===== src/rtl/vector_store_buffer_if.sv =====
// vector_store_buffer_if
// Groups the CPU store port and the RAM write port of the vector store buffer.
//   master : CPU/RAM side (drives stores, observes RAM writes and status)
//   slave  : the buffer itself
// Signals:
//   mem_wr_enable, wr_sc, wr_addr[31:0], wd1..wd4[31:0] : store request
//   ram_we, ram_addr[31:0], ram_wd[31:0]                : RAM write port
//   full, empty, overflow                               : status
//   rd_addr[31:0], rd_hazard                            : only with VSB_HAZARD_EN
interface vector_store_buffer_if;
    logic        mem_wr_enable;
    logic        wr_sc;
    logic [31:0] wr_addr;
    logic [31:0] wd1;
    logic [31:0] wd2;
    logic [31:0] wd3;
    logic [31:0] wd4;
    logic        ram_we;
    logic [31:0] ram_addr;
    logic [31:0] ram_wd;
    logic        full;
    logic        empty;
    logic        overflow;
`ifdef VSB_HAZARD_EN
    logic [31:0] rd_addr;
    logic        rd_hazard;
`endif

    modport master (
`ifdef VSB_HAZARD_EN
        output rd_addr,
        input  rd_hazard,
`endif
        output mem_wr_enable, wr_sc, wr_addr, wd1, wd2, wd3, wd4,
        input  ram_we, ram_addr, ram_wd, full, empty, overflow
    );

    modport slave (
`ifdef VSB_HAZARD_EN
        input  rd_addr,
        output rd_hazard,
`endif
        input  mem_wr_enable, wr_sc, wr_addr, wd1, wd2, wd3, wd4,
        output ram_we, ram_addr, ram_wd, full, empty, overflow
    );
endinterface


===== src/rtl/vector_store_buffer.sv =====
// vector_store_buffer
// Posted-write buffer: captures one scalar or 4-lane vector store per cycle
// into a FIFO and drains it one 32-bit word per cycle into a single-port RAM.
// The CPU is never stalled; stores arriving while full are dropped and
// flagged on the sticky overflow output.
// Ports:
//   clk : clock
//   rst : asynchronous reset, active-high
//   bus : vector_store_buffer_if.slave (store port, RAM port, status)
// Parameter:
//   DEPTH : FIFO entries, power of two, >= 2
// Optional feature macro: VSB_HAZARD_EN adds the combinational read-after-
// write hazard compare (bus.rd_addr -> bus.rd_hazard).
module vector_store_buffer #(
    parameter int DEPTH = 4
) (
    input  logic                  clk,
    input  logic                  rst,
    vector_store_buffer_if.slave  bus
);
    localparam int PW = $clog2(DEPTH);
    localparam int CW = $clog2(DEPTH) + 1;
    localparam logic [CW-1:0] DEPTH_C = CW'(DEPTH);

    typedef struct packed {
        logic        sc;
        logic [29:0] addr;
        logic [31:0] wd1;
        logic [31:0] wd2;
        logic [31:0] wd3;
        logic [31:0] wd4;
    } entry_t;

    typedef enum logic {IDLE = 1'b0, DRAIN = 1'b1} state_t;

    entry_t        fifo [DEPTH];
    logic [PW-1:0] wr_ptr, rd_ptr;
    logic [CW-1:0] count, count_next;
    state_t        state, state_next;
    logic [1:0]    lane, lane_next;
    entry_t        cur;
    logic          full_q, ovf_q;
    logic          ram_we_q;
    logic [31:0]   ram_addr_q, ram_wd_q;
    logic          do_push, do_pop, last_lane;
    logic [31:0]   lane_data;
    logic          unused_addr_lsb;

    assign unused_addr_lsb = ^bus.wr_addr[1:0];

    always_comb begin
        last_lane  = cur.sc ? (lane == 2'd0) : (lane == 2'd3);
        do_push    = bus.mem_wr_enable && !full_q;
        // A pop happens whenever the drain register is free or about to be.
        do_pop     = (count != '0) && ((state == IDLE) || last_lane);
        state_next = state;
        lane_next  = lane;
        case (state)
            IDLE: begin
                if (count != '0) begin
                    state_next = DRAIN;
                    lane_next  = 2'd0;
                end
            end
            DRAIN: begin
                if (last_lane) begin
                    if (count == '0) state_next = IDLE;
                    lane_next = 2'd0;
                end else begin
                    lane_next = lane + 2'd1;
                end
            end
            default: state_next = IDLE;
        endcase
        count_next = count;
        if (do_push && !do_pop)      count_next = count + CW'(1);
        else if (!do_push && do_pop) count_next = count - CW'(1);
        lane_data = cur.wd1;
        case (lane)
            2'd1:    lane_data = cur.wd2;
            2'd2:    lane_data = cur.wd3;
            2'd3:    lane_data = cur.wd4;
            default: lane_data = cur.wd1;
        endcase
    end

    always_ff @(posedge clk or posedge rst) begin
        if (rst) begin
            state      <= IDLE;
            lane       <= 2'd0;
            count      <= '0;
            wr_ptr     <= '0;
            rd_ptr     <= '0;
            cur        <= '0;
            full_q     <= 1'b0;
            ovf_q      <= 1'b0;
            ram_we_q   <= 1'b0;
            ram_addr_q <= '0;
            ram_wd_q   <= '0;
        end else begin
            state  <= state_next;
            lane   <= lane_next;
            count  <= count_next;
            full_q <= (count_next == DEPTH_C);
            // Judged on the pre-edge full flag, so a simultaneous pop does not save the store.
            if (bus.mem_wr_enable && full_q) ovf_q <= 1'b1;
            if (do_push) wr_ptr <= wr_ptr + PW'(1);
            if (do_pop) begin
                cur    <= fifo[rd_ptr];
                rd_ptr <= rd_ptr + PW'(1);
            end
            if (state == DRAIN) begin
                ram_we_q   <= 1'b1;
                ram_addr_q <= {cur.addr + 30'(lane), 2'b00};
                ram_wd_q   <= lane_data;
            end else begin
                ram_we_q   <= 1'b0;
            end
        end
    end

    always_ff @(posedge clk) begin
        if (do_push)
            fifo[wr_ptr] <= {bus.wr_sc, bus.wr_addr[31:2], bus.wd1, bus.wd2, bus.wd3, bus.wd4};
    end

    assign bus.ram_we   = ram_we_q;
    assign bus.ram_addr = ram_addr_q;
    assign bus.ram_wd   = ram_wd_q;
    assign bus.full     = full_q;
    assign bus.overflow = ovf_q;
    assign bus.empty    = (count == '0) && (state == IDLE);

`ifdef VSB_HAZARD_EN
    logic [29:0]   rd_word, hz_off, cur_off;
    logic [PW-1:0] hz_idx;
    entry_t        hz_e;
    logic          hz;
    logic          unused_rd_lsb;

    assign rd_word       = bus.rd_addr[31:2];
    assign unused_rd_lsb = ^bus.rd_addr[1:0];

    // Offsets are taken modulo 2^30 so vector entries that wrap past the top still match.
    always_comb begin
        hz     = 1'b0;
        hz_idx = '0;
        hz_e   = '0;
        hz_off = '0;
        for (int i = 0; i < DEPTH; i++) begin
            hz_idx = rd_ptr + PW'(i);
            hz_e   = fifo[hz_idx];
            hz_off = rd_word - hz_e.addr;
            if ((CW'(i) < count) && (hz_e.sc ? (hz_off == '0) : (hz_off < 30'd4)))
                hz = 1'b1;
        end
        cur_off = rd_word - cur.addr;
        if ((state == DRAIN) && (cur.sc ? (cur_off == '0) : (cur_off < 30'd4))
            && (cur_off >= 30'(lane)))
            hz = 1'b1;
    end

    assign bus.rd_hazard = hz;
`endif
endmodule


===== src/flat_wrapper.sv =====
// flat-port wrapper written by rule: the top's interface ports become plain ports
module vector_store_buffer_flat 
#(
    parameter int DEPTH = 4
)
  (clk, rst, bus_mem_wr_enable, bus_wr_sc, bus_wr_addr, bus_wd1, bus_wd2, bus_wd3, bus_wd4, bus_ram_we, bus_ram_addr, bus_ram_wd, bus_full, bus_empty, bus_overflow);
  vector_store_buffer_if bus_i ();
  input  logic clk;
  input  logic rst;
  input wire logic [$bits(bus_i.mem_wr_enable)-1:0] bus_mem_wr_enable;
  input wire logic [$bits(bus_i.wr_sc)-1:0] bus_wr_sc;
  input wire logic [$bits(bus_i.wr_addr)-1:0] bus_wr_addr;
  input wire logic [$bits(bus_i.wd1)-1:0] bus_wd1;
  input wire logic [$bits(bus_i.wd2)-1:0] bus_wd2;
  input wire logic [$bits(bus_i.wd3)-1:0] bus_wd3;
  input wire logic [$bits(bus_i.wd4)-1:0] bus_wd4;
  output wire logic [$bits(bus_i.ram_we)-1:0] bus_ram_we;
  output wire logic [$bits(bus_i.ram_addr)-1:0] bus_ram_addr;
  output wire logic [$bits(bus_i.ram_wd)-1:0] bus_ram_wd;
  output wire logic [$bits(bus_i.full)-1:0] bus_full;
  output wire logic [$bits(bus_i.empty)-1:0] bus_empty;
  output wire logic [$bits(bus_i.overflow)-1:0] bus_overflow;
  assign bus_i.mem_wr_enable = bus_mem_wr_enable;
  assign bus_i.wr_sc = bus_wr_sc;
  assign bus_i.wr_addr = bus_wr_addr;
  assign bus_i.wd1 = bus_wd1;
  assign bus_i.wd2 = bus_wd2;
  assign bus_i.wd3 = bus_wd3;
  assign bus_i.wd4 = bus_wd4;
  assign bus_ram_we = bus_i.ram_we;
  assign bus_ram_addr = bus_i.ram_addr;
  assign bus_ram_wd = bus_i.ram_wd;
  assign bus_full = bus_i.full;
  assign bus_empty = bus_i.empty;
  assign bus_overflow = bus_i.overflow;
  vector_store_buffer #(.DEPTH(DEPTH)) u_core (.clk(clk), .rst(rst), .bus(bus_i));
endmodule

===== config.mk =====
export PLATFORM = sky130hd
export DESIGN_NAME = vector_store_buffer_flat
export DESIGN_NICKNAME = d
export VERILOG_FILES = /design/src/rtl/vector_store_buffer_if.sv /design/src/rtl/vector_store_buffer.sv /design/src/flat_wrapper.sv
export SDC_FILE = /design/constraint.sdc
export NUM_CORES = 1
export LEC_CHECK = 0
export ABC_AREA = 0
export CORE_MARGIN = 1.5
export CORE_UTILIZATION = 53
export DETAILED_ROUTE_END_ITERATION = 6
export GPL_TIMING_DRIVEN = 0
export PLACE_DENSITY = 0.76
export SLEW_MARGIN = 20
export SYNTH_ARGS = -nofsm -noshare
export SYNTH_HDL_FRONTEND = slang
export SYNTH_SLANG_ARGS = --single-unit

===== constraint.sdc =====
create_clock -name clk -period 8 [get_ports clk]
set_input_delay 1.6 -clock clk [delete_from_list [all_inputs] [get_ports clk]]
set_output_delay 1.6 -clock clk [all_outputs]
set_load 0.1 [all_outputs]

-- After elaboration in Yosys (flattened, before gate mapping)
Memories as Yosys holds them, arrays and structs flattened. A register that Yosys moved wholly into a read port is not among the register bits.
Cells that the tools add are included.
- flip-flop bits (word level): 75
- memory bits (writable): 636
- input bits: 164
- output and inout bits: 68
- logic and storage cells: 50
- memories kept: 1
- memory list (memory ; depth ; bits a word ; read ports ; clocked after Yosys merged registers in ; wr ports ; line ; text):
    u_core.fifo ; 4 ; 159 ; 1 ; 1 ; 1 ; vector_store_buffer.sv:36 ; entry_t fifo [DEPTH];
- $add $sub $neg: 6
- eq/ne operators: 5
- muxes and demuxes: 14
- bitwise logic cells: 1
- reduce and logical (&&, ||, !) cells: 13
- operators by type and width (kind ; number):
    $pmux 32 s3 ; 1
    $add 30x2->30 ; 1
    $mux 1 ; 7
    $add 2x1->2 const B ; 3
    $logic_and 1x1->1 ; 6
    $mux 3 ; 2
    $eq 2x2->1 const B ; 2
    $mux 2 ; 2
    $pmux 2 s2 ; 1
    $add 3x1->3 const B ; 1
    $eq 3x3->1 const B ; 1
    $logic_not 1->1 ; 3
    $logic_not 3->1 ; 1
    $reduce_bool 3->1 ; 1
    $sub 3x1->3 const B ; 1
    $eq 2x1->1 const B ; 1
    $logic_not 2->1 ; 1
    $ne 2x1->1 const B ; 1
    $pmux 1 s2 ; 1
    $logic_or 1x1->1 ; 1
    $not 1->1 ; 1

-- Longest topological paths before layout
Gate-level depths: netlist of the first run.
- depth in word-level cells: 8
- gate-level depth with buffers: 8
- depth with buffers taken out: 8

-- Least setup slack after synthesis of the first run
Ideal clock, no wire load.
- path kind: input port to flip-flop
- start: input port bus_mem_wr_enable
- end: memory u_core.fifo[0][0] (netlist bit), enable pin
- library setup time: 538 ps
- arrival time: 5666 ps
- data required time: 7462 ps
- setup slack: 1797 ps
- stages: 3
- buffers on the path: 1
- cell sequence: nor2b_1 clkbuf_1 and2_1
- cells in the longest elaborated chain, start to end: 3
- ends and longest elaborated chain (what ; line ; text):
    from (decl) ; flat_wrapper.sv:10 ; input wire logic [$bits(bus_i.mem_wr_enable)-1:0] bus_mem_wr_enable;
    $logic_and 1x1->1 ; vector_store_buffer.sv:53 ; do_push = bus.mem_wr_enable && !full_q;
    $mux 1 ; vector_store_buffer.sv:123 ; if (do_push)
    $mux 1 (not written as such) ; vector_store_buffer.sv:124 ; fifo[wr_ptr] <= {bus.wr_sc, bus.wr_addr[31:2], bus.wd1, bus.wd2, bus.wd3, bus.wd4};
    to (decl) ; vector_store_buffer.sv:36 ;
Every way passes these cells.

-- Final worst setup path of the first run
- start: register u_core.state
- end: output port bus_empty
- cells in the longest elaborated chain, start to end: 2
- ends and longest elaborated chain (what ; line ; text):
    from (decl) ; vector_store_buffer.sv:39 ; state_t state, state_next;
    from (signal assigned) ; vector_store_buffer.sv:101 ; state <= state_next;
    $not 1->1 ; vector_store_buffer.sv:132 ; assign bus.empty = (count == '0) && (state == IDLE);
    $logic_and 1x1->1 ; vector_store_buffer.sv:132 ;
    to (decl) ; flat_wrapper.sv:21 ; output wire logic [$bits(bus_i.empty)-1:0] bus_empty;
Every way passes these cells.

==> reports/qor.csv, run 1 <==
metric,value,unit
status,completed,
critPathMaxStageDelay,1.08,ns
start_util,0.5351,
async_reset_ff_frac,0.2690,
post-cts-setup-buffers,0,
end_kind,primary output,
top_level_ports,232,
root_buffer,clkbuf_16,
drt_wl_total,72740,microns
synth_commonest_cells,"edfxtp_1 (636), dfrtp_1 (234), mux2_2 (190), mux4_2 (159), nand2_1 (52)",
clock-sinks,870,
synth_compound_area_frac,0.02122,
wire_per_inst,25.35,microns
die_w,252.4,microns
final_util,0.6492,
grt_pass1_wl,109300,microns
finalCritPeriodShare,0.6343,
required,6.40,ns
cts_tree,yes,
dp_hpwl,48480,microns
ir_drop,0.2666,mV
finClkSkew,0.03646,ns
cts_resized,0,
slew_headroom,0.2356,
grt_max_degree,45,
nNetsFinal,2126,
core-area,61600,sq um
ys_seq_elements,870,
drtAntennaViolNets,0,
synth_cell_type_count,43,
ctsHtreeMaxLevel,3,
max_slew.worst_pin.slew,1.143,ns
synth_top_area_share,0.5794,
rows,91,
fin_tns_setup,0,ns
layout-drive-gt1-share,0.2785,
critPathKind,reg -> out,
yosysMostFrequentCell,edfxtp_1,
clkTransAtPathRegs,0.06,ns
synth-edff-count,636,
crit_fanout,10,
synthAdderAreaFrac,0.005846,
power-per-cell-area,435.7,nW/um^2
synth-simple-area-share,0.01966,
firstDrtPassIters,6,
synth_top_area_cell,edfxtp_1,
place_area,36830,sq um
finalSetupViolCount,0,
finalCriticalPeriod,5.075,ns
via_per_inst,5.824,
fmax,197.1,MHz
crit_top_cell,clkbuf_1,
drc_errors,0,
first_iter_violations,1523,
die_h,252.4,microns
grt-ovfl-total,0,
crit_path_start_kind,flip-flop,
synthXorXnorAreaFrac,0.008769,
cts_hold_buf,0,
finalInstanceArea,39990,sq um
grt_pass1_vias,17650,
antenna_found_initial,17,
globalplace.congestion,0.8281,
cts_buffer_depth,3,
hold_viol,0,
yosysWarnings,0,
ys.flop_type,edfxtp_1,
syn-cell-area,32960,sq um
io_buffer_count,227,
rsz0062_at_grt,no,
synth_top_family_by_area,multiplexers,
clk_latency,0.66,ns
synth_mux_area_frac,0.1745,
final_max_slew_viol_count,0,
syn2layout_area_growth,21.32,%
vias,16710,
syn_avg_cell_area,20.52,sq um
postSynthCellCount,1606,
crit_family,buffers and inverters,
synthTopCellsByArea,"edfxtp_1 (58%), dfrtp_1 (18%), mux4_2 (11%), mux2_2 (6.5%), a222oi_1 (0.97%)",
hold_class,reg -> reg,
die-area,63700,sq um
crit_arrival,3.47,ns
grtUsageTotal,0.2338,
maxCapViolCount,0,
slowest_stage,clkdlybuf4s50_1,
seq_area_frac_synth,0.7571,
crit_chain,clkbuf_1 -> clkbuf_1 -> nor2_1 -> clkdlybuf4s50_1,
worst-path-buf-inv,3,
cts_inserted_buffers,89,
leakage,0.01389,uW
[metrics by stage]
step	cells	total power, uW	setup WS (ns)	hold WS (ns)
finish	2869	17430	2.925	0.4506
global route	2867	18130	2.751	0.4685
CTS	2862	17540	2.859	0.4561
detailed placement	2694	13150	3.560	0.4435
global placement	2671	12990	-1.944	0.4367
floorplan	1607	11250	1.797	0.4251
[power breakdown]
part | total (uW) | leakage [uW] | switching (uW) | internal [uW]
logic | 6290 | 0.00376 | 3690 | 2600
clock network | 4360 | 0.00155 | 1740 | 2620
registers | 6780 | 0.00858 | 608 | 6170
[layout by cell type, fill, tap and decap left out, types with 5 or more instances in the layout]
| master | Yosys | final |
|---|---|---|
| clkinv_1 | 0 | 8 |
| buf_16 | 0 | 10 |
| nor2_1 | 32 | 32 |
| buf_12 | 0 | 13 |
| inv_1 | 13 | 12 |
| clkdlybuf4s50_1 | 0 | 227 |
| clkbuf_16 | 0 | 89 |
| o21ai_0 | 39 | 39 |
| buf_2 | 35 | 35 |
| clkinv_2 | 0 | 21 |
| a21oi_1 | 29 | 29 |
| bufinv_16 | 0 | 14 |
| diode_2 | 0 | 7 |
| ha_1 | 13 | 13 |
| nand3_1 | 9 | 9 |
| edfxtp_1 | 636 | 636 |
| nor3_1 | 5 | 5 |
| xnor2_1 | 19 | 19 |
| nand4_1 | 8 | 8 |
| xor2_1 | 14 | 14 |
| mux2_2 | 190 | 190 |
| clkbuf_1 | 40 | 55 |
| clkbuf_8 | 0 | 11 |
| nand2_1 | 52 | 52 |
| dfrtp_1 | 234 | 234 |
| buf_1 | 8 | 8 |
| a222oi_1 | 32 | 32 |
| mux4_2 | 159 | 159 |
[worst reg2reg max path: cells and delay by family (launching register included)]
| kind | cells | cell delay (ns) |
|---|---|---|
| AOI/OAI and AO/OA | 1 | 0.43 |
| adders and majority gates | 1 | 0.18 |
| buffers and inverters | 3 | 1.52 |
| DFF | 1 | 0.46 |
| muxes | 2 | 0.59 |
[registers in the layout, indices dropped and copies added, names as in the netlist]
signal / flops
u_core.fifo: 636
u_core.cur: 159
u_core.bus.ram_wd: 32
u_core.bus.ram_addr: 30
u_core.count: 3
u_core.lane: 2
u_core.rd_ptr: 2
u_core.wr_ptr: 2
u_core.bus.full: 1
u_core.bus.overflow: 1
u_core.bus.ram_we: 1
u_core.state: 1
[per-layer routing]
metal,vias up,share of wire,track usage,wire [microns]
met5,-,0.0019,0,139
met4,22,0.025,0.08144,1851
met3,133,0.069,0.05139,5006
met2,610,0.51,0.3845,36780
met1,8810,0.40,0.3109,28960
li1,7135,-,-,-
[cell families after synthesis]
family,count (synthesis)
simple gates,131
xor+xnor,33
buf+inv,99
other cells,1
mux,352
compound gates,105
flops,870
fa+ha+maj,15
[worst paths after layout]
| path | to | slack, ns | depth (start not counted) | start |
|---|---|---|---|---|
| max | bus_empty | 2.93 | 4 | u_core.state$_DFF_PP0_ |
| min reg2reg | u_core.bus.overflow$_DFFE_PP0P_ | 0.45 | 1 | u_core.bus.overflow$_DFFE_PP0P_ |
| min in group asynchronous | u_core.cur[117]$_DFFE_PP0P_ | 1.34 | 2 | rst |
| max reg2reg | u_core.cur[158]$_DFFE_PP0P_ | 4.69 | 7 | u_core.lane[0]$_DFFE_PP0N_ |
| max in group asynchronous | u_core.bus.ram_addr[18]$_DFFE_PP0P_ | 5.87 | 4 | rst |
| min | u_core.bus.overflow$_DFFE_PP0P_ | 0.45 | 1 | u_core.bus.overflow$_DFFE_PP0P_ |
[layout make-up]
class	count	area, sq um
Tap cell	837	1047
Sequential cell	870	24950
Multi-Input combinational cell	638	7597
Fill cell	4052	21610
Buffer	86	375.4
Antenna cell	7	17.52
Clock buffer	115	2435
Inverter	13	52.55
Timing Repair Buffer	250	2808
Clock inverter	53	703.2
(Power assumes the default switching activity.)
==> run 2, diff against run 1 <==
--- a/config.mk
+++ b/config.mk
@@ -7,10 +7,10 @@
 export LEC_CHECK = 0
 export ABC_AREA = 0
 export CORE_MARGIN = 1.5
-export CORE_UTILIZATION = 53
+export CORE_UTILIZATION = 58
 export DETAILED_ROUTE_END_ITERATION = 6
 export GPL_TIMING_DRIVEN = 0
-export PLACE_DENSITY = 0.76
+export PLACE_DENSITY = 0.79
 export SLEW_MARGIN = 20
 export SYNTH_ARGS = -nofsm -noshare
 export SYNTH_HDL_FRONTEND = slang
==> constraint.sdc (replaced) <==
create_clock -name clk -period 5.31 [get_ports clk]
set_input_delay 1.062 -clock clk [delete_from_list [all_inputs] [get_ports clk]]
set_output_delay 1.062 -clock clk [all_outputs]
set_load 0.1 [all_outputs]
==> run 2 against run 1 <==
Cell area down 0.91%. Register-to-register slack got worse by 2.7 ns. Via count grew 1.1%. Core utilization grew 5.5 points. Sequential power is 50% higher. Global-route usage grew 2.7 points. Routed wire length grew 1.7%. Largest power group unchanged.
==> reports/qor.csv, run 2 (synthesis results as in run 1) <==
metric,value,unit
status,completed,
crit_path_start_kind,flip-flop,
top_level_ports,232,
end_kind,primary output,
critPathKind,reg -> out,
leakage,0.01374,uW
wire_per_inst,26.63,microns
clk_latency,0.63,ns
fillers,3364,
fmax,220.0,MHz
final_util,0.7041,
finClkSkew,0.02088,ns
die_h,241.4,microns
finalSetupViolCount,0,
antenna_found_initial,18,
required,4.25,ns
finalCriticalPeriod,4.546,ns
hold_class,reg -> reg,
syn2layout_area_growth,20.22,%
first_iter_violations,1629,
grtUsageTotal,0.2611,
layout_commonest_cell,edfxtp_1,
root_buffer,clkbuf_16,
crit_arrival,3.48,ns
post-cts-setup-buffers,0,
cts_inserted_buffers,84,
grt_max_degree,39,
core-area,56280,sq um
firstDrtPassIters,7,
nNetsFinal,2122,
start_util,0.5857,
power-per-cell-area,656.6,nW/um^2
largest_register_ffs,636,
slew_headroom,0.2582,
globalplace.congestion,0.8068,
clkTransAtPathRegs,0.06,ns
hold_viol,0,
layout-drive-gt1-share,0.2700,
dp_hpwl,48580,microns
grt-ovfl-total,0,
crit_fanout,10,
grt_pass1_wl,110400,microns
final_cell_mix,"edfxtp_1 (636), dfrtp_1 (234), clkdlybuf4s50_1 (227)",
die-area,58270,sq um
drtAntennaViolNets,0,
grt_pass1_vias,17840,
cts_resized,0,
cts_hold_buf,0,
drc_errors,0,
via_per_inst,6.079,
vias,16890,
finalPower,26020,uW
die_w,241.4,microns
final_max_slew_viol_count,0,
top_register,u_core.fifo,
rsz0062_at_grt,no,
maxCapViolCount,0,
finalCritPeriodShare,0.8561,
rows,87,
clock-sinks,870,
drt_wl_total,74000,microns
max_slew.worst_pin.slew,1.109,ns
cts_buffer_depth,3,
io_buffer_count,227,
ctsHtreeMaxLevel,3,
ir_drop,0.6223,mV
cts_tree,yes,
r2r_setup_slack,1.96,ns
-- run 2: changes by cell type in the layout (fill, tap and decap cells not counted), sizes merged --
cell    before  now
diode        7    8
clkinv      31   27
buf         68   69
bufinv      14   13
inv         18   16
clkbuf     156  152
-- run 2: cell type report --
cell class | instances | area (sq um) | share of cell area
Tap cell | 756 | 945.9 | 0.02387
Timing Repair Buffer | 251 | 2775 | 0.07003
Multi-Input combinational cell | 638 | 7597 | 0.1917
Clock buffer | 111 | 2327 | 0.05873
Clock inverter | 46 | 579.3 | 0.01462
Inverter | 13 | 52.55 | 0.001326
Sequential cell | 870 | 24950 | 0.6297
Buffer | 86 | 375.4 | 0.009472
Antenna cell | 8 | 20.02 | 0.0005052
-- run 2: power breakdown --
part	leakage (uW)	internal [uW]	total (uW)	switching, uW
clock network	0.00142	3730	6240	2510
logic	0.00375	3910	9570	5660
registers	0.00858	9290	10200	910
-- run 2: path summary, 6_finish.rpt --
check / startpoint / endpoint / cells after the start
worst min register to register: u_core.bus.overflow$_DFFE_PP0P_ / u_core.bus.overflow$_DFFE_PP0P_ / 1
worst max register to register: u_core.lane[0]$_DFFE_PP0N_ / u_core.cur[58]$_DFFE_PP0P_ / 7
min in group asynchronous: rst / u_core.cur[103]$_DFFE_PP0P_ / 2
worst min-delay path: u_core.bus.overflow$_DFFE_PP0P_ / u_core.bus.overflow$_DFFE_PP0P_ / 1
worst max-delay path: u_core.state$_DFF_PP0_ / bus_empty / 4
max in group asynchronous: rst / u_core.bus.ram_wd[1]$_DFFE_PP0P_ / 4
-- run 2: critical path, stage by stage (launching register included) --
cell and delay (ns):
dfrtp_1 0.47, clkbuf_1 0.51, clkbuf_1 0.64, nor2_1 0.16, clkdlybuf4s50_1 1.07
-- run 2: through the flow --
stage	cells	instance area (sq um)	hold slack (ns)	worst slack (ns)	TNS [ns]
2_1_floorplan	1607	32970	0.4251	1.184	0
5_1_grt	2776	39620	0.4728	0.6697	0
6_report	2779	39630	0.4549	0.7641	0
4_1_cts	2771	39610	0.4572	0.7206	0
3_3_place_gp	2590	36190	0.4373	-0.8568	-710.82
3_5_place_dp	2614	36700	0.4521	1.422	0
-- run 2: layer usage --
metal,vias up,share of wire,GRT usage
li1,7124,-,-
met1,8855,0.38,0.3455
met2,735,0.50,0.4284
met3,157,0.080,0.06108
met4,22,0.031,0.09621
met5,-,0.0018,0
==> run 3, diff against run 2 <==
--- a/config.mk
+++ b/config.mk
@@ -8,6 +8,7 @@
 export ABC_AREA = 0
 export CORE_MARGIN = 1.5
 export CORE_UTILIZATION = 58
+export CTS_CLUSTER_DIAMETER = 50
 export DETAILED_ROUTE_END_ITERATION = 6
 export GPL_TIMING_DRIVEN = 0
 export PLACE_DENSITY = 0.79
==> run 3 against run 2 <==
Setup slack better by 0.0062 ns. Worst hold slack better by 0.0061 ns. Sequential power about the same. Global-route usage about the same. Non-clock buffer count unchanged. Critical endpoint unchanged. Core utilization up 0.051 points. Register-to-register slack about the same. Cell count up 0.22%. Maximum frequency up 0.14%. Routed wire length up 0.19%.
==> reports/qor.csv, run 3 (synthesis results as in run 1) <==
metric,value,unit
rsz0062_at_grt,no,
ir_drop,0.6070,mV
ctsHtreeMaxLevel,3,
syn2layout_area_growth,20.31,%
hold_class,reg -> reg,
finalCritPeriodShare,0.8549,
fin_tns_setup,0,ns
layout_commonest_cell,edfxtp_1,
die_h,241.4,microns
die_w,241.4,microns
slew_headroom,0.2453,
cts_inserted_buffers,87,
firstDrtPassIters,6,
grt-ovfl-total,0,
crit_path_start_kind,flip-flop,
drc_errors,0,
top_level_ports,232,
grtUsageMet1,0.3450,
cts_resized,0,
regArea,24950,sq um
end_kind,primary output,
core-area,56280,sq um
place_area,36700,sq um
finalInstanceArea,39660,sq um
nNetsFinal,2125,
final_max_slew_viol_count,0,
crit_top_cell,clkbuf_1,
crit_fanout,10,
dpl.cell_count,2614,
start_util,0.5857,
vias,17010,
wire_per_inst,26.62,microns
drtAntennaViolNets,0,
slowest_stage,clkdlybuf4s50_1,
clkTransAtPathRegs,0.06,ns
met2_usage,0.4314,
antenna_found_initial,10,
use_met3,0.05800,
dp_hpwl,48580,microns
largest_register_ffs,636,
root_buffer,clkbuf_16,
first_iter_violations,1534,
crit_arrival,3.48,ns
maxCapViolCount,0,
leakage,0.01376,uW
grtUsageTotal,0.2610,
finClkSkew,0.02916,ns
drt_wl_total,74140,microns
critPathMaxStageDelay,1.07,ns
top_register,u_core.fifo,
fin_ws,0.7702,ns
clk_latency,0.64,ns
cts_buffer_depth,3,
finalSetupViolCount,0,
final_cell_mix,"edfxtp_1 (636), dfrtp_1 (234), clkdlybuf4s50_1 (227)",
busiest_layer,met2,
multi_input_area,7597,sq um
critPathKind,reg -> out,
grt_pass1_wl,110400,microns
fillers,3344,
via_per_inst,6.107,
grt_max_degree,39,
crit_chain,clkbuf_1 -> clkbuf_1 -> nor2_1 -> clkdlybuf4s50_1,
globalplace.congestion,0.8068,
cts_hold_buf,0,
grt_pass1_vias,17900,
rows,87,
final_cells,2785,
fmax,220.3,MHz
power-per-cell-area,656.4,nW/um^2
die-area,58270,sq um
layout-drive-gt1-share,0.2728,
required,4.25,ns
dp_slack,1.422,ns
clock-sinks,870,
status,completed,
hold_viol,0,
io_buffer_count,227,
finalCriticalPeriod,4.540,ns
cts_tree,yes,
post-cts-setup-buffers,0,
max_slew.worst_pin.slew,1.128,ns
[run 3: cell count changes in the layout (fill, tap and decap cells not counted)]
cell / previous run / this run
clkinv_4: 0 / 2
diode_2: 8 / 9
clkinv_2: 11 / 14
clkinv_8: 1 / 0
clkinv_1: 15 / 9
clkbuf_8: 6 / 7
clkbuf_16: 87 / 90
inv_8: 0 / 1
bufinv_16: 13 / 10
clkinvlp_4: 3 / 4
clkbuf_1: 58 / 62
[run 3: worst max-delay path: cells and delay by family (launching register included)]
family | cells | cell delay, ns
buffers and inverters | 3 | 2.21
DFF | 1 | 0.47
and+or+nand+nor | 1 | 0.17
[run 3: worst paths after layout]
kind | startpoint | endpoint | slack, ns | cells past startpoint
hold / removal | u_core.bus.overflow$_DFFE_PP0P_ | u_core.bus.overflow$_DFFE_PP0P_ | 0.46 | 1
min in group asynchronous | rst | u_core.cur[137]$_DFFE_PP0P_ | 0.91 | 2
setup / recovery | u_core.state$_DFF_PP0_ | bus_empty | 0.77 | 4
max in group asynchronous | rst | u_core.bus.ram_wd[1]$_DFFE_PP0P_ | 3.54 | 4
setup reg to reg | u_core.lane[0]$_DFFE_PP0N_ | u_core.cur[68]$_DFFE_PP0P_ | 1.96 | 7
hold reg to reg | u_core.bus.overflow$_DFFE_PP0P_ | u_core.bus.overflow$_DFFE_PP0P_ | 0.46 | 1
[run 3: metal layers]
metal  part of all wire  routed length, microns
met3              0.077                    5683
met5            0.00077                      57
met2               0.51                   37830
met4              0.027                    2006
met1               0.39                   28570
[run 3: cell type report]
cell class	count	area share
Timing Repair Buffer	251	0.06998
Clock inverter	43	0.01265
Clock buffer	119	0.06130
Buffer	86	0.009466
Tap cell	756	0.02385
Inverter	13	0.001325
Sequential cell	870	0.6293
Antenna cell	9	0.0005679
Multi-Input combinational cell	638	0.1916
[run 3: power by group]
group,internal [uW],switching [uW],total (uW)
registers,9290,905,10200
clock network,3710,2550,6260
logic,3910,5660,9570
[run 3: through the flow]
stage          power [uW]  utilization  hold WS [ns]
3_5_place_dp        19800       0.6521        0.4521
6_report            26030       0.7046        0.4611
3_3_place_gp        19400       0.6431        0.4373
5_1_grt             27040       0.7044        0.4727
4_1_cts             26150       0.7042        0.4572
2_1_floorplan       16860            -        0.4251
==> patch, RTL diff (settings of run 3) <==
`DEPTH` is set to 4 in 2 places; all go to 8.
--- a/src/rtl/vector_store_buffer.sv
+++ b/src/rtl/vector_store_buffer.sv
@@ -12,7 +12,7 @@
 // Optional feature macro: VSB_HAZARD_EN adds the combinational read-after-
 // write hazard compare (bus.rd_addr -> bus.rd_hazard).
 module vector_store_buffer #(
-    parameter int DEPTH = 4
+    parameter int DEPTH = 8
 ) (
     input  logic                  clk,
     input  logic                  rst,
--- a/src/flat_wrapper.sv
+++ b/src/flat_wrapper.sv
@@ -1,7 +1,7 @@
 // flat-port wrapper written by rule: the top's interface ports become plain ports
 module vector_store_buffer_flat 
 #(
-    parameter int DEPTH = 4
+    parameter int DEPTH = 8
 )
   (clk, rst, bus_mem_wr_enable, bus_wr_sc, bus_wr_addr, bus_wd1, bus_wd2, bus_wd3, bus_wd4, bus_ram_we, bus_ram_addr, bus_ram_wd, bus_full, bus_empty, bus_overflow);
   vector_store_buffer_if bus_i ();
Check against the original RTL: no difference found for any inputs over 4 cycles, from zero or initial values and one cycle with rst high; that may be too few to reach the edited logic, so the function may still have changed.
==> patch against run 3 <==
The run now ends with design-rule violations left; cell area rose by 72%; worst setup slack got worse by 0.39 ns; routed wire length rose by 93%; total power rose by 62%; maximum frequency fell by 7.9%; area after synthesis rose by 74%; utilization fell by 1.0 points; count of clock-buffer cells in the layout rose by 76; sequential power rose by 64%; sequential cell count rose by 639.
==> patch: results (changes against run 3) <==
* Outcome: finished with violations (was complete, no violations)
* Violations in the final reports: design-rule violations
- Number of global-route vias before repair: 31100 (was 17900)
- Fraction of area in clock buffers and inverters: 7.00% (was 7.40%)
* Total vias in the final route: 30400 (was 17000)
- The net switching power of the design was 15.1 mW (was 9.12 mW).
- The residual DRC count is 5 (was 0).
- Buffers excl. clock: 504 (was 337)
- Max FFs per register: 1272 (was 636)
* Initial antenna violation count: 25 (was 10)
- Portion of the post-synthesis area used by sequential elements: 77.0% (was 75.7%)
- The first-pass detailed-route iteration total was 7 (was 6).
- The die outline area is 0.101 sq mm (was 0.0583 sq mm).
- Non-clock inverter count in the final layout: 8 (was 13)
- Maximum single-stage delay on the critical path: 1.03 ns (was 1.07 ns)
* Cell Area, Placed: 0.0633 sq mm (was 0.0367 sq mm)
- Sequential share of cell area: 64.8% (was 62.9%)
- Clock sink total: 1509 (was 870)
- Worst VDD drop: 812 uV (was 607 uV)
- Total CTS buffers: 147 (was 87)
- Total GRT Usage: 29.1% (was 26.1%)
* Async SR Flop Fraction: 15.7% (was 26.9%)
* Endpoint arrival time on the critical path: 3.87 ns (was 3.48 ns)
- Top cells by area in the synthesized netlist: sky130_fd_sc_hd__edfxtp_1, sky130_fd_sc_hd__mux4_2, sky130_fd_sc_hd__dfrtp_1, sky130_fd_sc_hd__mux2i_1, sky130_fd_sc_hd__a21oi_1 (was sky130_fd_sc_hd__edfxtp_1, sky130_fd_sc_hd__dfrtp_1, sky130_fd_sc_hd__mux4_2, sky130_fd_sc_hd__mux2_2, sky130_fd_sc_hd__a222oi_1)
* Hpwl dp: 94.6 mm (was 48.6 mm)
- The largest net degree at the start of global routing was 37 (was 39).
- The portion of total power attributed to sequential cells was 39.7% (was 39.2%).
- The flop-to-flop setup slack came to 2.24 ns (was 1.96 ns).
- The fraction of area in multi-input gates was 18.4% (was 19.2%).
- The antenna diode count is 14 (was 9).
- Worst relative slew slack: 32.1% (was 24.5%)
-- patch: final timing paths --
path | start | endpoint
worst max register to register | u_core.bus.full | u_core.fifo[7][27]
max in group asynchronous | rst | u_core.cur[115]
min in group asynchronous | rst | u_core.bus.ram_addr[24]
worst max-delay path | u_core.state | bus_empty
worst min-delay path | u_core.bus.overflow | u_core.bus.overflow
worst min register to register | u_core.bus.overflow | u_core.bus.overflow
-- patch: logic make-up (layout without fill, tap and decap cells) --
kind of cell	count (synthesis)	after routing	synth area share [%]
muxes	515	515	16.0
adders and majority gates	12	12	0.275
buffers and inverters	164	783	1.26
other	1	16	0.00654
DFF	1509	1509	77.0
xor gates and xnor gates	34	34	0.520
AOI/OAI and AO/OA	262	262	2.62
and+or+nand+nor	309	309	2.32
-- patch: metal layers --
layer	share of wire, %	global-route usage [%]
met1	36	38.3
met2	51	48.2
met3	9.8	6.07
met4	3.6	11.3
met5	0.094	0
